--- src/rtl/hex_display_ctrl.sv ---
// hex_display_ctrl: latches a 32-bit word, decodes it one nibble per cycle, then commits all 8 digits at once.
// Latency: 10 cycles strobe-to-display (8 CONV + 1 COMMIT + output register); one word per 10 cycles.
// Backpressure: none; data_we while busy is dropped and flagged on sticky overrun. Blink built with HEXDISP_BLINK_EN.
module hex_display_ctrl #(
    parameter int BLINK_DIV = 25_000_000
) (
    input  logic        clk,
    input  logic        rst,
    input  logic [31:0] data_in,
    input  logic        data_we,
    input  logic        lz_en,
    input  logic        blink,
    output logic        busy,
    output logic        done,
    output logic        overrun,
    output logic [6:0]  hex0,
    output logic [6:0]  hex1,
    output logic [6:0]  hex2,
    output logic [6:0]  hex3,
    output logic [6:0]  hex4,
    output logic [6:0]  hex5,
    output logic [6:0]  hex6,
    output logic [6:0]  hex7
);
    typedef enum logic [1:0] {IDLE, CONV, COMMIT} state_t;

    state_t      state, state_nxt;
    logic [31:0] word_q;
    logic        lz_q;
    logic        lead_q;
    logic [2:0]  idx_q;
    logic [6:0]  stage_q [8];
    logic [6:0]  disp_q  [8];
    logic [6:0]  hex_q   [8];
    logic [3:0]  nib;
    logic [6:0]  seg;
    logic        blank_dig;
    logic        is_commit;

    function automatic logic [6:0] decode(input logic [3:0] n);
        case (n)
            4'h0: decode = 7'h40;  4'h1: decode = 7'h79;
            4'h2: decode = 7'h24;  4'h3: decode = 7'h30;
            4'h4: decode = 7'h19;  4'h5: decode = 7'h12;
            4'h6: decode = 7'h02;  4'h7: decode = 7'h78;
            4'h8: decode = 7'h00;  4'h9: decode = 7'h10;
            4'hA: decode = 7'h08;  4'hB: decode = 7'h03;
            4'hC: decode = 7'h46;  4'hD: decode = 7'h21;
            4'hE: decode = 7'h06;  default: decode = 7'h0E;
        endcase
    endfunction

    always_ff @(posedge clk) begin
        if (rst) state <= IDLE;
        else     state <= state_nxt;
    end

    always_comb begin
        state_nxt = state;
        case (state)
            IDLE:    if (data_we) state_nxt = CONV;
            CONV:    if (idx_q == 3'd0) state_nxt = COMMIT;
            COMMIT:  state_nxt = IDLE;
            default: state_nxt = IDLE;
        endcase
    end

    always_comb begin
        busy      = (state != IDLE);
        is_commit = (state == COMMIT);
    end

    // Single shared decoder walks the latched word from digit 7 down to 0.
    assign nib       = word_q[{idx_q, 2'b00} +: 4];
    assign seg       = decode(nib);
    assign blank_dig = lz_q && lead_q && (nib == 4'h0) && (idx_q != 3'd0);

    always_ff @(posedge clk) begin
        if (rst) begin
            word_q  <= '0;
            lz_q    <= 1'b0;
            lead_q  <= 1'b0;
            idx_q   <= '0;
            done    <= 1'b0;
            overrun <= 1'b0;
            for (int k = 0; k < 8; k++) begin
                stage_q[k] <= 7'h7F;
                disp_q[k]  <= 7'h7F;
            end
        end else begin
            done <= is_commit;
            if (data_we && busy) overrun <= 1'b1;
            case (state)
                IDLE: if (data_we) begin
                    word_q <= data_in;
                    lz_q   <= lz_en;
                    idx_q  <= 3'd7;
                    lead_q <= 1'b1;
                end
                CONV: begin
                    if (blank_dig) begin
                        stage_q[idx_q] <= 7'h7F;
                    end else begin
                        stage_q[idx_q] <= seg;
                        lead_q         <= 1'b0;
                    end
                    idx_q <= idx_q - 3'd1;
                end
                COMMIT: for (int k = 0; k < 8; k++) disp_q[k] <= stage_q[k];
                default: ;
            endcase
        end
    end

`ifdef HEXDISP_BLINK_EN
    localparam int CW = (BLINK_DIV > 2) ? $clog2(BLINK_DIV) : 1;

    logic [CW-1:0] blink_cnt;
    logic          hidden_q;
    logic [6:0]    out_q [8];

    // Outputs are registered so blink never reaches the pins combinationally.
    always_ff @(posedge clk) begin
        if (rst) begin
            blink_cnt <= '0;
            hidden_q  <= 1'b0;
            for (int k = 0; k < 8; k++) out_q[k] <= 7'h7F;
        end else begin
            if (blink_cnt == CW'(BLINK_DIV - 1)) begin
                blink_cnt <= '0;
                hidden_q  <= ~hidden_q;
            end else begin
                blink_cnt <= blink_cnt + CW'(1);
            end
            for (int k = 0; k < 8; k++)
                out_q[k] <= (blink && hidden_q) ? 7'h7F : (is_commit ? stage_q[k] : disp_q[k]);
        end
    end

    always_comb for (int k = 0; k < 8; k++) hex_q[k] = out_q[k];
`else
    localparam int unused_blink_div = BLINK_DIV;
    logic unused_blink;
    assign unused_blink = blink;

    always_comb for (int k = 0; k < 8; k++) hex_q[k] = disp_q[k];
`endif

    assign hex0 = hex_q[0];
    assign hex1 = hex_q[1];
    assign hex2 = hex_q[2];
    assign hex3 = hex_q[3];
    assign hex4 = hex_q[4];
    assign hex5 = hex_q[5];
    assign hex6 = hex_q[6];
    assign hex7 = hex_q[7];

endmodule

--- config.mk ---
export PLATFORM = sky130hd
export DESIGN_NAME = hex_display_ctrl
export DESIGN_NICKNAME = d
export VERILOG_FILES = /design/src/rtl/hex_display_ctrl.sv
export SDC_FILE = /design/constraint.sdc
export NUM_CORES = 1
export LEC_CHECK = 0
export BUFFER_PORTS_ARGS = -buffer_cell sky130_fd_sc_hd__buf_4
export CAP_MARGIN = 20
export CORE_ASPECT_RATIO = 2
export CORE_UTILIZATION = 40
export DETAILED_ROUTE_END_ITERATION = 16
export HOLD_SLACK_MARGIN = 0.06
export PLACE_DENSITY = 0.66
export SYNTH_ARGS = -nofsm -noshare
export SYNTH_HDL_FRONTEND = slang
export SYNTH_SLANG_ARGS = --single-unit
export TNS_END_PERCENT = 30
--- constraint.sdc ---
create_clock -name clk -period 3.5 [get_ports clk]
set_input_delay 0.35 -clock clk [delete_from_list [all_inputs] [get_ports clk]]
set_output_delay 0.35 -clock clk [all_outputs]
set_load 0.02 [all_outputs]
==> results.json, run 1 <==
{
  "synth_ff_type": "edfxtp_1",
  "initial_core_util_pct": 40.69,
  "rsz0062_at_grt": "false",
  "grt_max_degree": 74,
  "path_max_fanout": 8,
  "coreArea_um2": 15210,
  "finalMaxSlewViolations": 0,
  "min_path_cells": 3,
  "reg2reg_depth": 10,
  "grt_first_pass_wirelength_um": 19470,
  "synth_top_area_share_pct": 54.32,
  "grt-ovfl-total": 0,
  "grt_pass1_vias": 3967,
  "root_buffer": "clkbuf_16",
  "antenna_found_initial": 0,
  "irDropWorstVdd_mv": 0.3678,
  "worstPathArrival_ps": 3320,
  "syn2layout_area_growth_pct": 24.68,
  "slew_headroom_pct": 30.91,
  "num-fill-cells": 1399,
  "crit_chain": "mux2_4, and3_4, or4_4, inv_1, ha_1, nand3_1, nor2_1, nor2_1, or3_1, nand3_1",
  "cts_sinks": 153,
  "synth_edf_count": 112,
  "worstSetupPathType": "flop to flop",
  "cts-resized-gates": 0,
  "critPathMaxStageDelay_ps": 580,
  "cp-start-kind": "flop",
  "fin_crit_sh_pct": 86.88,
  "wl_per_cell_um": 14.80,
  "layout_min_cycle_time_ps": 3041,
  "crit_path_top_delay_cell": "or4_4",
  "status": "finished with violations",
  "finalSetupTns_ps": 0,
  "fin_skew_ps": 7.778,
  "async_reset_ff_share_pct": 0,
  "crit_cells": 10,
  "max_freq_mhz": 328.9,
  "first_pass_iters": 10,
  "rows": 64,
  "cts-htree-levels": 4,
  "post_cts_buffers": 0,
  "drive_gt1_share_pct": 29.61,
  "diodes": 0,
  "drc": 1,
  "dp_hpwl_um": 8811,
  "drt-vias-per-instance": 4.900,
  "clock_path_buffers": 2,
  "synth.distinct_cells": 40,
  "synth_top_area_cell": "edfxtp_1",
  "io_buffers": 94,
  "violations": "design-rule violations",
  "required_ps": 3780,
  "synthesis.area_um2": 6191,
  "num_vias": 3998,
  "worst_slew_pin_slew_ps": 1034,
  "syn_inst": 507,
  "drt-initial-drc-count": 203,
  "endpoint_kind": "flop",
  "yosysWarningCount": 0,
  "insertion_delay_ps": 420,
  "ys_seq_area_share_pct": 67.58,
  "die-area_um2": 16010,
  "stdcell_area_um2": 7719,
  "track_usage_pct": 16.02,
  "die_w_um": 89.97,
  "hold_path.class": "input pin to flop",
  "fin_nets": 650,
  "drt-total-wl_um": 12080,
  "place_congestion": 0.7601,
  "p_leak_nw": 2.397,
  "io_pins": 96,
  "cts_tree": "yes",
  "synthTopCellsByCount": "edfxtp_1 (112), nand2_1 (112), or3_1 (45)",
  "critPathTopFamily": "simple AND/OR/NAND/NOR gates",
  "cts.clk_slew.worst_paths_ps": 60,
  "numCtsBuffers": 17,
  "dieHeight_um": 177.9,
  "hold_buffers": 0,
  "ys_ff_latch": 153,
  "syn_area_per_cell_um2": 12.21,
  "dpl_cell_area_um2": 7141,
  "synth_area_leaders": "edfxtp_1 (54%), dfxtp_1 (13%), nand2_1 (6.8%)",
  "worst-path-buf-inv": 1,
  "synthesis.nets": 552,
  "antenna_left": 0,
  "final_hold_viol_count": 0,
  "power.density_nw_per_um2": 545.4,
  "timing.max_cap.violations": 0,
  "setup_viol": 0
}
## final cells by class
type	instances	area (um^2)	area share, %
clock inverters	15	137.6	1.783
inverters	5	18.77	0.2432
flip-flops and latches	153	4184	54.21
clock buffers	17	425.4	5.511
repair buffers	109	838.3	10.86
well taps	198	247.7	3.210
multi-input cells	319	1867	24.19
## worst register-to-register path: stages, from the launching register on
cell	delay (ps)
dfxtp_1	440
mux2_4	320
and3_4	180
or4_4	580
inv_1	160
ha_1	220
nand3_1	110
nor2_1	190
nor2_1	50
or3_1	480
nand3_1	160
## path summary, 6_finish.rpt
kind	from	slack (ps)	end
max	idx_q[0]	460	stage_q[3][1]
min	data_in[15]	170	word_q[15]
max reg2reg	idx_q[0]	460	stage_q[3][1]
min reg2reg	word_q[0]	450	word_q[0]
## cells by family (layout without fill, tap and decap cells)
| logic type | count (synthesis) | in the layout | synth area share, % |
|---|---|---|---|
| fa+ha+maj | 8 | 8 | 1.617 |
| flops | 153 | 153 | 67.58 |
| simple gates | 242 | 242 | 18.96 |
| mux | 18 | 18 | 4.547 |
| compound gates | 51 | 51 | 4.992 |
| buf+inv | 35 | 146 | 2.304 |
## layer usage
metal	global-route usage [%]	vias up	share of wire, %
met5	0	-	0
met4	8.468	0	2.6
met3	3.213	23	3.0
met2	32.18	98	58
met1	14.82	1878	36
li1	-	1999	-
## metrics by stage
stage / cells / hold WS (ps) / setup WS, ps / util [%] / total power, W
3_5_place_dp: 783 / 447.0 / 464.4 / 46.93 / 0.002520
5_1_grt: 816 / 171.4 / 299.5 / 50.73 / 0.004373
3_3_place_gp: 783 / 440.7 / 532.8 / 46.93 / 0.002509
6_report: 816 / 172.2 / 459.2 / 50.73 / 0.004210
4_1_cts: 815 / 158.4 / 442.9 / 50.63 / 0.004240
2_1_floorplan: 507 / 431.4 / 569.8 / - / 0.002352
## placed cells by master (no fill, tap or decap), drive strengths merged, types with 2 or more instances in the layout
master,Yosys,final
nand2,112,112
edfxtp,112,112
buf,6,109
or3,45,45
dfxtp,41,41
a21oi,37,37
or2,22,22
nand3,22,22
nor2,20,20
clkbuf,24,17
inv,5,12
ha,8,8
mux2i,7,7
mux4,6,6
nor3,5,5
nand2b,5,5
mux2,5,5
clkinv,0,5
o21ai,4,4
nor2b,4,4
a211oi,3,3
and3,2,2
o211ai,2,2
clkinvlp,0,2
## report_power, final
group / internal (W) / switching, W
clock network: 0.000990 / 0.000739
logic: 0.000171 / 0.000293
registers: 0.00199 / 0.0000285
total: 0.00315 / 0.00106
## state kept, by name, summed over array words and instances, names as in the netlist
signal,count
disp_q,56
stage_q,56
word_q,32
idx_q,3
state,2
done,1
lead_q,1
lz_q,1
overrun,1
Power figures use the tool's default switching activity.
==> inputs of run 2 (changes only) <==
--- a/config.mk
+++ b/config.mk
@@ -8,6 +8,7 @@
 export BUFFER_PORTS_ARGS = -buffer_cell sky130_fd_sc_hd__buf_4
 export CAP_MARGIN = 20
 export CORE_ASPECT_RATIO = 2
+export CORE_MARGIN = 2
 export CORE_UTILIZATION = 40
 export DETAILED_ROUTE_END_ITERATION = 16
 export HOLD_SLACK_MARGIN = 0.06
==> constraint.sdc (replaced) <==
create_clock -name clk -period 2.8 [get_ports clk]
set_input_delay 0.28 -clock clk [delete_from_list [all_inputs] [get_ports clk]]
set_output_delay 0.28 -clock clk [all_outputs]
set_load 0.02 [all_outputs]
==> results.json, run 2 (same netlist as run 1, synthesis figures left out) <==
{
  "final_cell_mix": "buf_4 (126), nand2_1 (112), edfxtp_1 (112)",
  "root_buffer": "clkbuf_16",
  "worstSetupPathType": "flop to flop",
  "final_hold_viol_count": 0,
  "fin_crit_sh_pct": 96.95,
  "drc": 0,
  "hold_buffers": 0,
  "io_pins": 96,
  "grt-ovfl-total": 0,
  "die-area_um2": 16550,
  "dp_hpwl_um": 9393,
  "p_clk_share_pct": 40.3,
  "hold_path.class": "input pin to flop",
  "coreArea_um2": 15210,
  "numCtsBuffers": 17,
  "initial_core_util_pct": 40.69,
  "whs_ps": 105.5,
  "dpl_cell_area_um2": 7338,
  "rows": 64,
  "crit_chain": "buf_4, or4b_2, o21ai_2, or4_4, inv_2, ha_2, nand3_2, o21ai_0, mux2_2, a21oi_2, buf_6, nand2_1",
  "stdcell_area_um2": 7981,
  "p_int_w": 0.004037,
  "fin_nets": 672,
  "power.density_nw_per_um2": 676.3,
  "cp-start-kind": "flop",
  "wl_per_cell_um": 15.09,
  "track_usage_pct": 16.17,
  "irDropWorstVdd_mv": 0.4590,
  "status": "completed",
  "p_leak_nw": 2.514,
  "reg_top3": "disp_q: 56 flops, stage_q: 56 flops, word_q: 32 flops",
  "cts_sinks": 153,
  "insertion_delay_ps": 420,
  "syn2layout_area_growth_pct": 28.92,
  "p_switching_w": 0.001361,
  "io_buffers": 94,
  "worst_slew_pin_slew_ps": 955.7,
  "drt-initial-drc-count": 198,
  "crit_path_top_delay_cell": "or4b_2",
  "rsz0062_at_grt": "false",
  "layout_min_cycle_time_ps": 2715,
  "finalMaxSlewViolations": 0,
  "fin_skew_ps": 9.886,
  "drt-vias-per-instance": 4.887,
  "grt_pass1_vias": 4105,
  "antenna_found_initial": 0,
  "seq_power_share_pct": 46.7,
  "first_pass_iters": 4,
  "worstPathArrival_ps": 2860,
  "layout_commonest_cell": "buf_4",
  "antenna_left": 0,
  "grt_max_degree": 68,
  "timing.max_cap.violations": 0,
  "cts-htree-levels": 4,
  "setup_viol": 0,
  "clock_path_buffers": 2,
  "p_comb_share_pct": 13.0,
  "drive_gt1_share_pct": 33.44,
  "cts_tree": "yes",
  "endpoint_kind": "flop",
  "die_w_um": 91.97,
  "cts.clk_slew.worst_paths_ps": 60,
  "grt_first_pass_wirelength_um": 20500,
  "max_freq_mhz": 368.4,
  "diodes": 0,
  "slew_headroom_pct": 36.13,
  "required_ps": 2950,
  "place_congestion": 0.7592,
  "num_vias": 4095,
  "dieHeight_um": 179.9,
  "path_max_fanout": 5,
  "p_sw_share_pct": 25.22,
  "critPathMaxStageDelay_ps": 650,
  "drt-total-wl_um": 12640
}
==> run 2: area by class of cell <==
type,count,area (um^2)
Clock buffer,18,429.2
Clock inverter,14,140.1
Multi-Input combinational cell,319,1932
Timing Repair Buffer,131,1028
Inverter,5,18.77
Tap cell,198,247.7
Fill cell,1386,7233
Sequential cell,153,4185
==> run 2: per-layer routing <==
metal	vias up	global-route usage, %	share of wire (%)
met3	13	2.850	3.1
li1	2047	-	-
met2	89	31.94	61
met5	-	0	0
met1	1946	15.09	34
met4	0	8.537	2.2
==> run 2: repair_timing <==
action,in CTS,in global routing
setup endpoints to repair,40,43
pin swaps,0,4
resized for setup,8,7
buffers inserted,0,1
==> run 2: final timing paths <==
kind | from | to | slack [ps] | depth (start not counted)
hold reg to reg | word_q[0] | word_q[0] | 450 | 2
setup / recovery | idx_q[0] | stage_q[5][5] | 90 | 12
hold / removal | data_in[16] | word_q[16] | 110 | 3
setup reg to reg | idx_q[0] | stage_q[5][5] | 90 | 12
==> run 2: per-stage QoR <==
| step | utilization, % | TNS (ps) | setup slack, ps | total power (W) | std cells |
|---|---|---|---|---|---|
| 2_1_floorplan | - | 0 | 9.833 | 0.002942 | 507 |
| 6_report | 52.46 | 0 | 85.42 | 0.005398 | 838 |
| 3_5_place_dp | 48.23 | -1129 | -72.02 | 0.003244 | 805 |
| 5_1_grt | 52.46 | 0 | 5.492 | 0.005622 | 838 |
| 4_1_cts | 52.19 | 0 | 9.928 | 0.005448 | 837 |
| 3_3_place_gp | 48.23 | -102.3 | -49.52 | 0.003226 | 805 |
==> run 2: power groups by stage <==
stage / sequential [W] / combinational [W] / clock (W)
2_1_floorplan: 0.00256 / 0.000383 / 0
3_3_place_gp: 0.00257 / 0.000660 / 0
3_5_place_dp: 0.00257 / 0.000674 / 0
4_1_cts: 0.00252 / 0.000691 / 0.00223
5_1_grt: 0.00253 / 0.000766 / 0.00233
6_report: 0.00252 / 0.000701 / 0.00218
==> run 2: worst max-delay path: cells and delay by family (launching register included) <==
kind | cells | cell delay [ps]
AOI/OAI and AO/OA | 3 | 350
adders and majority gates | 1 | 190
buffers and inverters | 3 | 300
DFF | 1 | 330
muxes | 1 | 300
and+or+nand+nor | 4 | 970
